**config.mk**
```make
export PLATFORM = sky130hd
export DESIGN_NAME = interrupt_sched
export DESIGN_NICKNAME = d
export VERILOG_FILES = /design/src/rtl/intsched_pkg.sv /design/src/rtl/int_prio_sel.sv /design/src/rtl/interrupt_sched.sv
export SDC_FILE = /design/constraint.sdc
export NUM_CORES = 1
export LEC_CHECK = 0
export ABC_AREA = 1
export BUFFER_PORTS_ARGS = -buffer_cell sky130_fd_sc_hd__buf_2
export CORE_MARGIN = 2
export CORE_UTILIZATION = 47
export DETAILED_ROUTE_END_ITERATION = 8
export GPL_TIMING_DRIVEN = 0
export PLACE_DENSITY = 0.84
export SETUP_SLACK_MARGIN = 0.2
export SLEW_MARGIN = 20
export SYNTH_ARGS = -nofsm -noshare
export SYNTH_HDL_FRONTEND = slang
export SYNTH_SLANG_ARGS = --single-unit
```
**constraint.sdc**
```tcl
create_clock -name clk -period 2.1 [get_ports clk]
set_input_delay 0.42 -clock clk [delete_from_list [all_inputs] [get_ports clk]]
set_output_delay 0.42 -clock clk [all_outputs]
set_load 0.02 [all_outputs]
```
**src/rtl/intsched_pkg.sv**
```systemverilog
// Shared types and constants for the interrupt entry sequencer.
package intsched_pkg;

  typedef enum logic [1:0] {
    IDLE = 2'd0,
    REQ  = 2'd1,
    HOLD = 2'd2
  } intsched_state_t;

  localparam logic [3:0] MEI = 4'd11;
  localparam logic [3:0] MSI = 4'd3;
  localparam logic [3:0] MTI = 4'd7;
  localparam logic [3:0] SEI = 4'd9;
  localparam logic [3:0] SSI = 4'd1;
  localparam logic [3:0] STI = 4'd5;

  localparam logic [1:0] PRIV_M = 2'b11;
  localparam logic [1:0] PRIV_S = 2'b01;
  localparam logic [1:0] PRIV_U = 2'b00;

endpackage

```
**src/rtl/int_prio_sel.sv**
```systemverilog
// Fixed-priority picker: returns the highest-priority interrupt in a
// 12-bit pending set, using the order 11, 3, 7, 9, 1, 5.
module int_prio_sel
  import intsched_pkg::*;
(
  input  logic [11:0] set_i,
  output logic        valid_o,
  output logic [3:0]  cause_o
);

  logic unusedBits;

  // Only the six architected interrupt positions take part in selection.
  assign unusedBits = ^{set_i[10], set_i[8], set_i[6], set_i[4], set_i[2], set_i[0]};

  // Walk the bits in priority order and report the first one found.
  always_comb begin
    valid_o = 1'b1;
    cause_o = 4'd0;
    if (set_i[11]) begin
      cause_o = MEI;
    end else if (set_i[3]) begin
      cause_o = MSI;
    end else if (set_i[7]) begin
      cause_o = MTI;
    end else if (set_i[9]) begin
      cause_o = SEI;
    end else if (set_i[1]) begin
      cause_o = SSI;
    end else if (set_i[5]) begin
      cause_o = STI;
    end else begin
      valid_o = 1'b0;
    end
  end

endmodule

```
**src/rtl/interrupt_sched.sv**
```systemverilog
// Interrupt entry sequencer: picks the highest-priority takeable interrupt,
// raises a request to the trap logic, and enforces a hold-off window after
// every acknowledged trap so mstatus updates settle before the next request.
module interrupt_sched
  import intsched_pkg::*;
#(
  parameter int HOLDOFF = 2
) (
  input  logic        clk,
  input  logic        reset,
  input  logic [11:0] MIP_REGW,
  input  logic [11:0] MIE_REGW,
  input  logic [11:0] MIDELEG_REGW,
  input  logic [1:0]  PrivilegeModeW,
  input  logic        STATUS_MIE,
  input  logic        STATUS_SIE,
  input  logic        TrapAckM,
  output logic        IntReqM,
  output logic [3:0]  IntCauseM,
  output logic        IntToSM,
  output logic        WfiWakeM
);

  if (HOLDOFF < 1 || HOLDOFF > 15) begin : gHoldoffRange
    $error("interrupt_sched: HOLDOFF must lie in 1..15");
  end

  localparam logic [3:0] HOLD_LOAD = 4'(HOLDOFF - 1);

  logic [11:0]     pend;
  logic [11:0]     mSet;
  logic [11:0]     sSet;
  logic            mValid;
  logic            sValid;
  logic [3:0]      mCause;
  logic [3:0]      sCause;
  logic            mEligible;
  logic            sEligible;
  logic            mTake;
  logic            sTake;
  logic            selValid;
  logic [3:0]      selCause;
  logic            selToS;

  intsched_state_t state_q;
  logic [3:0]      count_q;
  logic            intReq_q;
  logic [3:0]      cause_q;
  logic            toS_q;
  logic            wfiWake_q;

  assign pend = MIP_REGW & MIE_REGW;
  assign mSet = pend & ~MIDELEG_REGW;
  assign sSet = pend & MIDELEG_REGW;

  int_prio_sel uMSel (
    .set_i   (mSet),
    .valid_o (mValid),
    .cause_o (mCause)
  );

  int_prio_sel uSSel (
    .set_i   (sSet),
    .valid_o (sValid),
    .cause_o (sCause)
  );

  // M-targeted interrupts are masked only while already in M with MIE clear;
  // S-targeted ones can never preempt M mode.
  always_comb begin
    mEligible = (PrivilegeModeW != PRIV_M) || STATUS_MIE;
    sEligible = (PrivilegeModeW == PRIV_U) ||
                ((PrivilegeModeW == PRIV_S) && STATUS_SIE);
    mTake     = mEligible && mValid;
    sTake     = sEligible && sValid;
    selValid  = mTake || sTake;
    selCause  = mTake ? mCause : sCause;
    selToS    = !mTake;
  end

  // Request/ack FSM with hold-off counter; cause and target are held
  // whenever no request is outstanding.
  always_ff @(posedge clk or posedge reset) begin
    if (reset) begin
      state_q   <= IDLE;
      count_q   <= 4'd0;
      intReq_q  <= 1'b0;
      cause_q   <= 4'd0;
      toS_q     <= 1'b0;
      wfiWake_q <= 1'b0;
    end else begin
      wfiWake_q <= |pend;
      case (state_q)
        IDLE: begin
          if (selValid) begin
            state_q  <= REQ;
            intReq_q <= 1'b1;
            cause_q  <= selCause;
            toS_q    <= selToS;
          end
        end
        REQ: begin
          if (TrapAckM) begin
            state_q  <= HOLD;
            intReq_q <= 1'b0;
            count_q  <= HOLD_LOAD;
          end else if (selValid) begin
            cause_q <= selCause;
            toS_q   <= selToS;
          end else begin
            state_q  <= IDLE;
            intReq_q <= 1'b0;
          end
        end
        HOLD: begin
          intReq_q <= 1'b0;
          if (count_q == 4'd0) begin
            state_q <= IDLE;
          end else begin
            count_q <= count_q - 4'd1;
          end
        end
        default: begin
          state_q  <= IDLE;
          intReq_q <= 1'b0;
        end
      endcase
    end
  end

  assign IntReqM   = intReq_q;
  assign IntCauseM = cause_q;
  assign IntToSM   = toS_q;
  assign WfiWakeM  = wfiWake_q;

endmodule

```
# Yosys cells after proc, flatten, opt, wreduce, memory -nomap -nowiden

Cells that the tools add are included.

Register bits after elaboration: 13
Latch bits: 0
Memory bits (writable): 0
ROM bits: 0
Input bits: 43
Output and inout bits: 7
Word-level logic and storage cells: 81
Memories kept: 0

Add/subtract/negate cells: 1
Multipliers: 0
Divide/modulo/power cells: 0
$lt $le $gt $ge: 0
Equal/unequal tests: 10
Shift operators: 0
Multiplexer cells: 43
Bitwise operators: 4
Reduce and logical (&&, ||, !) cells: 17

Operators with widths:

| operator                                            | count |
|---|---|
| two-way mux 4 bit                                   | 15 |
| AND 12 bit                                          | 3 |
| two-way mux 1 bit                                   | 17 |
| one-hot mux 4 bit (2 select lines)                  | 2 |
| inequality test 2 bit, second input constant        | 6 |
| NOT 12 bit                                          | 1 |
| OR reduction 12 bit                                 | 1 |
| two-way mux 2 bit                                   | 4 |
| two-way mux 3 bit                                   | 2 |
| one-hot mux 2 bit (3 select lines)                  | 1 |
| AND reduction 3 bit                                 | 2 |
| equality test 2 x 1 -> 1 bit, second input constant | 2 |
| zero test 2 bit                                     | 2 |
| zero test 4 bit                                     | 1 |
| one-hot mux 1 bit (2 select lines)                  | 2 |
| AND reduction 2 bit                                 | 2 |
| nonzero test 2 bit                                  | 2 |
| subtractor 4 x 1 -> 4 bit, second input constant    | 1 |
| logical AND 1 bit                                   | 3 |
| logical OR 1 bit                                    | 3 |
| inequality test 3 bit, second input constant        | 1 |
| equality test 2 bit, second input constant          | 1 |
| zero test 1 bit                                     | 1 |

# Logic depth before layout (Yosys ltp)

Gate-level depths: netlist of the first run.

Word-level depth: 13
Mapped depth: 11
Gate-level depth less buffers: 11

# Modules after synthesis

A second synthesis of the first run with hierarchy kept.

Cells, all modules: 167
Area total of the unflattened synthesis: 1028.5 um^2

Modules (own cells, without submodules):

| module          | times used | cells an instance | area each (um^2) | sequential area each (um^2) |
|---|---|---|---|---|
| interrupt_sched | 1          | 141               | 903.4            | 325.3 |
| int_prio_sel    | 2          | 13                | 62.6             | 0.0 |

# Least setup slack after synthesis of the first run

OpenSTA, ideal clock, no wires.

Kind: input port to flip-flop
Start: input port MIDELEG_REGW[3]
End: register cause_q[1], in the netlist IntCauseM[1]
Data arrival time: 1.087 ns
Path slack: 0.897 ns
Stages: 11
Cell sequence: inv_1 -> nand3_1 -> nand2_2 -> nor2_1 -> nand2_1 -> nand2_2 -> nand2_4 -> nand2_4 -> inv_4 -> nand2_1 -> nand2_1

Cells in the longest elaborated chain, start to end: 9
Elaborated cells on any way between the ends: 18
Classes of those cells: 12 x mux; 3 x bitwise; 3 x reduce/logical

RTL lines:

| element                                                      | RTL line                                      | text |
|---|---|---|
| from (decl)                                                  | interrupt_sched.sv:13                         | `input logic [11:0] MIDELEG_REGW,` |
| NOT 12 bit                                                   | interrupt_sched.sv:53                         | `assign mSet = pend & ~MIDELEG_REGW;` |
| AND 12 bit                                                   | interrupt_sched.sv:53                         |  |
| two-way mux 1 bit                                            | int_prio_sel.sv:22                            | `end else if (set_i[3]) begin` |
| two-way mux 1 bit                                            | int_prio_sel.sv:20                            | `if (set_i[11]) begin` |
| logical AND 1 bit                                            | interrupt_sched.sv:74                         | `mTake = mEligible && mValid;` |
| two-way mux 4 bit / logical OR 1 bit (equally long branches) | interrupt_sched.sv:77, interrupt_sched.sv:76  |  |
| two-way mux 4 bit *                                          | interrupt_sched.sv:95, interrupt_sched.sv:107 |  |
| two-way mux 4 bit                                            | interrupt_sched.sv:103                        | `if (TrapAckM) begin` |
| one-hot mux 4 bit (2 select lines) *                         | interrupt_sched.sv:93                         | `case (state_q)` |
| to (signal assigned)                                         | interrupt_sched.sv:98                         | `cause_q <= selCause;` |
| to (signal assigned)                                         | interrupt_sched.sv:108                        | `cause_q <= selCause;` |
| to (decl)                                                    | interrupt_sched.sv:48                         | `logic [3:0] cause_q;` |

Every way passes the cells marked *; elsewhere a longest branch is shown, timed or not. The select of a mux whose other input is x is not followed.
A chain may end at the register's enable or synchronous reset.

# Worst setup path in the final report of the first run

Start: register count_q[0]
End: register count_q[2]

Cells in the longest elaborated chain, start to end: 3
Elaborated cells on any way between the ends: 6
Classes of those cells: 1 x add/sub; 1 x eq/ne; 2 x mux; 2 x reduce/logical

RTL lines:

| element                                                                          | RTL line                                       | text |
|---|---|---|
| from (decl)                                                                      | interrupt_sched.sv:46                          | `logic [3:0] count_q;` |
| from (signal assigned)                                                           | interrupt_sched.sv:120                         | `count_q <= count_q - 4'd1;` |
| subtractor 4 x 1 -> 4 bit / zero test 4 bit (equally long branches)              | interrupt_sched.sv:120, interrupt_sched.sv:117 |  |
| two-way mux 4 bit / inequality test 2 bit (equally long branches)                | -                                              |  |
| one-hot mux 4 bit (2 select lines) / AND reduction 3 bit (equally long branches) | -                                              |  |

Parallel ways exist; a longest one is shown, timed or not. The select of a mux whose other input is x is not followed.

==> results of run 1 <==
-- worst paths after layout --
path | from | end | slack [ns] | cells past startpoint
min in group clk | MIE_REGW[0] | WfiWakeM | 0.46 | 4
worst max-delay path | count_q[0] | count_q[2] | 0.80 | 8
max in group asynchronous | reset | state_q[0] | 1.62 | 2
worst min register to register | IntCauseM[0] | IntCauseM[0] | 0.47 | 2
worst max register to register | count_q[0] | count_q[2] | 0.80 | 8
worst min-delay path | reset | count_q[2] | 0.15 | 2
-- power by group through the flow --
stage	combinational (mW)	sequential, mW	clock (mW)
after floorplan	0.306	0.459	0
after global placement	0.486	0.406	0
after detailed placement	0.506	0.414	0
after CTS	0.512	0.408	0.155
after global routing	0.575	0.420	0.171
final	0.506	0.408	0.149
-- kinds of logic after synthesis --
logic type / Yosys count
xor+xnor: 2
flops: 13
compound gates: 10
buf+inv: 18
simple gates: 94
fa+ha+maj: 1
-- final cells by class --
type / instances / area share [%]
inverters: 18 / 5.93
repair buffers: 43 / 18.2
multi-input cells: 107 / 43.3
clock inverters: 1 / 0.424
clock buffers: 3 / 1.91
flip-flops and latches: 13 / 27.5
well taps: 25 / 2.65
-- Yosys cell counts (all sizes together) --
| master | instances | share of area [%] |
|---|---|---|
| dfrtp | 13 | 36 |
| o21bai | 1 | 0.83 |
| o21ai | 8 | 4.4 |
| inv | 18 | 7.7 |
| or2 | 1 | 0.69 |
| a21oi | 1 | 0.55 |
| nand3 | 11 | 6.6 |
| or3 | 1 | 0.69 |
| nand4 | 3 | 2.1 |
| nand2 | 53 | 25 |
| xor2 | 1 | 0.97 |
| ha | 1 | 1.4 |
| xnor2 | 1 | 0.97 |
| nand3b | 2 | 1.7 |
| nor2 | 23 | 11 |
-- metrics by stage --
| stage | area [um2] | utilization, % | power, mW | hold slack [ns] |
|---|---|---|---|---|
| floorplan | 907 | - | 0.765 | 0.297 |
| global placement | 1150 | 65.4 | 0.893 | 0.442 |
| detailed placement | 1150 | 65.4 | 0.919 | 0.453 |
| CTS | 1180 | 67.0 | 1.07 | 0.159 |
| global route | 1180 | 67.0 | 1.17 | 0.185 |
| finish | 1180 | 67.0 | 1.06 | 0.152 |
-- critical path, stage by stage (launching register included) --
cell,delay (ns)
dfrtp_1,0.36
inv_1,0.10
ha_1,0.18
nand2_1,0.05
nand2_1,0.07
nand2_1,0.12
nand2_1,0.10
xor2_1,0.15
nor2_1,0.06
-- layer usage --
metal	vias up	GRT usage, %	part of all wire (%)
li1	526	-	-
met1	428	26.0	42
met2	38	37.6	51
met3	4	3.77	6.0
met4	0	7.03	1.5
met5	-	0	0
-- registers in the layout, summed over array words and instances (netlist names) --
| register | count |
|---|---|
| IntCauseM | 4 |
| IntReqM | 1 |
| IntToSM | 1 |
| WfiWakeM | 1 |
| count_q | 4 |
| state_q | 2 |
==> metrics.md, run 1 <==
| Metric | Value |
|---|---|
| Sequential area share after synthesis | 35.9% |
| Pre-CTS setup slack | 0.644 ns |
| Max_cap viols | 0 |
| Root Buffer | clkbuf_4 |
| Detail Route Antenna Nets | 0 |
| Min-delay worst type | in -> async |
| Die area | 2300 um2 |
| Port Buf Inserts | 43 |
| Largest family of logic cells by synthesized area | simple AND/OR/NAND/NOR gates |
| Unrepaired setup endpoints after global routing | false |
| Clock power share | 14.0% |
| Peak VDD IR | 0.374 mV |
| DRC violations left | 0 |
| Number of buffers created by CTS | 3 |
| Mapped Nets | 182 |
| Register area | 325 um2 |
| DP Cell Count | 206 |
| Initial core utilization | 51.4% |
| FF+latch count, synth | 13 |
| PwrDens | 900 nW/um2 |
| Multi-input logic area | 512 um2 |
| Slew @ Worst Pin | 0.483 ns |
| # rows | 15 |
| Most frequent cells in the layout | 47 x nand2_1, 43 x buf_2, 20 x nor2_1 |
| Status | complete, no violations |
| Commonest non-fill, non-tap cell in the layout | nand2_1 |
| Clock Latency Late Sink | 0.27 ns |
| Comb power frac | 47.6% |
| Final Critical Period | 1.30 ns |
| Syn avg cell area | 6.57 um2 |
| Core box area | 1760 um2 |
| CTS tree | yes |
| Maximum clock path buffer count | 2 |
| Worst-path clk slew | 0.08 ns |
| Initial drt markers | 6 |
| Vias per cell | 4.74 |
| Vias in the first global route | 900 |
| First-pass GRT wire length | 3510 um |
| DIE WIDTH | 47.9 um |
| Mux contribution to synthesized area | 0% |
| Placer Congestion | 0.831 |
| Antenna violations before repair | 0 |
| WS Path Type | reg -> reg |
| Max Slew Vio Count | 0 |
| Crit Path Max Fanout | 6 |
| Total track usage | 21.3% |
| Post-Synth Simple-Gate Area | 47.3% |
| Synth unique cells | 22 |
| Seq pwr share | 38.4% |
| Largest net degree at the start of global routing | 14 |
| Total global routing overflow | 0 |
| Area Overhead vs Synth | 30.2% |
| Cells after Synth | 138 |
| # H-tree levels | 1 |
| Mapped cell area | 907 um2 |
| Final worst-path cycle share | 61.7% |
| Die Y | 47.9 um |
| Final WL | 1950 um |
| Worst Path Arrival | 1.46 ns |
| DRT Pass-1 Iters | 4 |
| Max Freq | 772 MHz |
| Leakage power | 0.703 nW |
| Startpoint Class | flip-flop |
| CP required | 2.27 ns |
| P_int | 607 uW |
| Wire length per cell | 9.28 um |
| Vias | 996 |
| Post_cts resized | 0 |
| IO Pins | 50 |
| Synth Area in Adders | 1.38% |
| Crit. End Element | flip-flop |
| Final Non-Filler Cells | 210 |
| Layout Nets | 230 |
| Switching part of the total power | 43.0% |
| Worst rel slew slack | 67.8% |
| Sw power | 457 uW |
| Share of cells above drive strength 1 | 31.4% |
| Hold Vio Cnt, Final | 0 |
| FILL cells | 178 |
| Final setup violation count | 0 |
| Hold Buf Count CTS | 0 |
| Ys Warns | 0 |
| Xor/xnor share of the synthesized area | 1.93% |
| Setup WS post-layout | 0.805 ns |
| Post-Route Setup TNS | 0 ns |
| Postcts setup bufs | 0 |
| CTS sink cnt | 13 |
| Compound-cell area share of the yosys netlist | 5.79% |
| Ant. Diodes | 0 |
| Dpl hpwl | 1690 um |
| Final Skew | 0.00370 ns |
Power figures use the tool's default switching activity.
==> run 2: changes to the inputs <==
--- a/config.mk
+++ b/config.mk
@@ -8,10 +8,10 @@
 export ABC_AREA = 1
 export BUFFER_PORTS_ARGS = -buffer_cell sky130_fd_sc_hd__buf_2
 export CORE_MARGIN = 2
-export CORE_UTILIZATION = 47
+export CORE_UTILIZATION = 43
 export DETAILED_ROUTE_END_ITERATION = 8
 export GPL_TIMING_DRIVEN = 0
-export PLACE_DENSITY = 0.84
+export PLACE_DENSITY = 0.78
 export SETUP_SLACK_MARGIN = 0.2
 export SLEW_MARGIN = 20
 export SYNTH_ARGS = -nofsm -noshare
==> constraint.sdc (replaced) <==
create_clock -name clk -period 1.2 [get_ports clk]
set_input_delay 0.24 -clock clk [delete_from_list [all_inputs] [get_ports clk]]
set_output_delay 0.24 -clock clk [all_outputs]
set_load 0.02 [all_outputs]
==> run 2 against run 1 <==
Compared with the run above: the flow now finishes with violations (negative hold slack); first-iteration DRC count grew 33%; final cell count rose by 5.7%; die area up 8.5%; clock-buffer cell count increased by 1; sequential power rose by 84%; clock skew about the same; hold slack worse by 0.17 ns; wire length increased by 23%; global-route usage shrank 1.3 points; maximum frequency up 8.8%; sequential share of layout area is 4.2 points lower; sequential cell count unchanged; largest power group unchanged.
==> metrics.md, run 2 (same netlist as run 1, synthesis figures left out) <==
| Metric | Value |
|---|---|
| Min-delay worst type | in -> async |
| Crit. End Element | flip-flop |
| Most frequent cells in the layout | 41 x nand2_1, 36 x buf_2, 16 x nor2_1 |
| Total global routing overflow | 0 (unchanged) |
| Crit Path Max Fanout | 5 (-1) |
| Maximum clock path buffer count | 2 (unchanged) |
| Final worst-path cycle share | 99.2% (+37 points) |
| Area Overhead vs Synth | 53.8% |
| Max Freq | 840 MHz (+8.8%) |
| Sw power | 1.04 mW (+130%) |
| Worst Path Arrival | 1.37 ns (-0.09 ns) |
| Final WL | 2390 um (+23%) |
| Hold Vio Cnt, Final | 13 (+13) |
| WS Path Type | reg -> reg |
| Commonest non-fill, non-tap cell in the layout | nand2_1 |
| P_int | 1.44 mW (+140%) |
| Clock power share | 11.4% (-2.6 points) |
| Largest net degree at the start of global routing | 14 (unchanged) |
| Final Skew | 0.00413 ns (+0.000425 ns) |
| Worst-path clk slew | 0.08 ns (about the same) |
| Antenna violations before repair | 0 (unchanged) |
| Ant. Diodes | 0 (unchanged) |
| Vias per cell | 4.65 (-2.0%) |
| Final setup violation count | 0 (unchanged) |
| Core box area | 1980 um2 (+12%) |
| Total power | 2.47 mW (+130%) |
| First-pass GRT wire length | 3850 um (+9.8%) |
| CTS tree | yes |
| Detail Route Antenna Nets | 0 (unchanged) |
| IO Pins | 50 (unchanged) |
| Failing checks | negative hold slack |
| Slew @ Worst Pin | 0.529 ns (+0.0462 ns) |
| # H-tree levels | 1 (unchanged) |
| Final Critical Period | 1.19 ns (-0.105 ns) |
| Top layer in use | met4 |
| Number of buffers created by CTS | 3 (unchanged) |
| Wire length per cell | 10.8 um (+16%) |
| Root Buffer | clkbuf_4 |
| DRC violations left | 0 (unchanged) |
| Leakage power | 0.781 nW (+11%) |
| DIE WIDTH | 49.9 um (+4.2%) |
| # rows | 16 (+1) |
| Die area | 2490 um2 (+8.5%) |
| M1 wire length | 939 um (+16%) |
| Max_cap viols | 0 (unchanged) |
| Unrepaired setup endpoints after global routing | true |
| Layout Nets | 240 (+4.3%) |
| Peak VDD IR | 0.884 mV (+140%) |
| Port Buf Inserts | 43 (unchanged) |
| Initial core utilization | 45.8% (-5.6 points) |
| Comb power frac | 58.3% (+11 points) |
| WHS | -0.0202 ns (-0.172 ns) |
| Dpl hpwl | 1810 um (+7.0%) |
| Switching part of the total power | 41.9% (-1.0 points) |
| Status | finished, violations left |
| Hold Buf Count CTS | 0 (unchanged) |
| Initial drt markers | 8 (+2) |
| Startpoint Class | flip-flop |
| Worst rel slew slack | 64.7% (-3.1 points) |
| Vias in the first global route | 991 (+10%) |
| Die Y | 49.9 um (+4.2%) |
| Share of cells above drive strength 1 | 46.2% (+15 points) |
| Placer Congestion | 0.808 (-2.8%) |
| Vias | 1,032 (+3.6%) |
| Max Slew Vio Count | 0 (unchanged) |
| Seq pwr share | 30.4% (-8.0 points) |
| Clock Latency Late Sink | 0.28 ns (about the same) |
| CP required | 1.38 ns (-0.89 ns) |
| PwrDens | 1770 nW/um2 (+97%) |
| Total track usage | 20.0% (-1.3 points) |
| DRT Pass-1 Iters | 6 (+2) |
| CTS sink cnt | 13 (unchanged) |
| Met3 WL post-DR | 98 um (-16%) |
| DR WL met2 | 1300 um (+31%) |
## run 2: path summary, 6_finish.rpt
path / startpoint / endpoint / slack, ns / cells past startpoint
worst max-delay path: count_q[1] / count_q[2] / 0.01 / 8
worst min-delay path: reset / IntCauseM[0] / -0.02 / 2
worst max register to register: count_q[1] / count_q[2] / 0.01 / 8
worst min register to register: IntReqM / IntReqM / 0.55 / 2
max in group asynchronous: reset / count_q[2] / 0.87 / 2
min in group clk: MIE_REGW[2] / WfiWakeM / 0.27 / 4
## run 2: timing repair
item,in CTS,in global routing
endpoints found under the setup margin,15,19
pin swaps,0,5
buffers inserted,6,4
resized for setup,15,11
cloned,0,0
## run 2: final cells by class
type	instances	area (um2)
clock buffer	4	26.3
fill	160	587
inverter	18	72.6
multi-input combinational	107	603
sequential	13	325
tap	27	33.8
timing repair buffer	53	334
## run 2: power groups by stage
stage	Clock, mW	Sequential (mW)	Combinational, mW
after floorplan	0	0.809	0.586
after global placement	0	0.714	0.913
after detailed placement	0	0.725	0.954
after CTS	0.281	0.734	1.17
after global routing	0.303	0.763	1.58
final	0.281	0.750	1.44
## run 2: critical path, stage by stage (launching register included)
cell and delay [ns]:
dfrtp_1 0.40, inv_2 0.08, ha_4 0.15, nand2_4 0.05
nand2_4 0.08, nand2_4 0.07, nand2_2 0.06, xor2_1 0.14
nor2_1 0.05
## run 2: layer usage
layer  vias up  GRT usage, %
met2        32          38.2
met3         7          2.12
met4         0          9.26
met1       451          21.7
met5         -             0
li1        542             -
## run 2: metrics by stage
stage | instance area (um2) | cells | setup WS [ns] | util, % | TNS [ns]
finish | 1400 | 222 | 0.00984 | 70.4 | 0
global route | 1400 | 222 | -0.0427 | 70.4 | -0.0998
CTS | 1330 | 218 | 0.0110 | 66.9 | 0
floorplan | 962 | 138 | 0.0782 | - | 0
global placement | 1210 | 208 | -0.0275 | 61.1 | -0.0774
detailed placement | 1210 | 208 | -0.0702 | 61.1 | -0.176
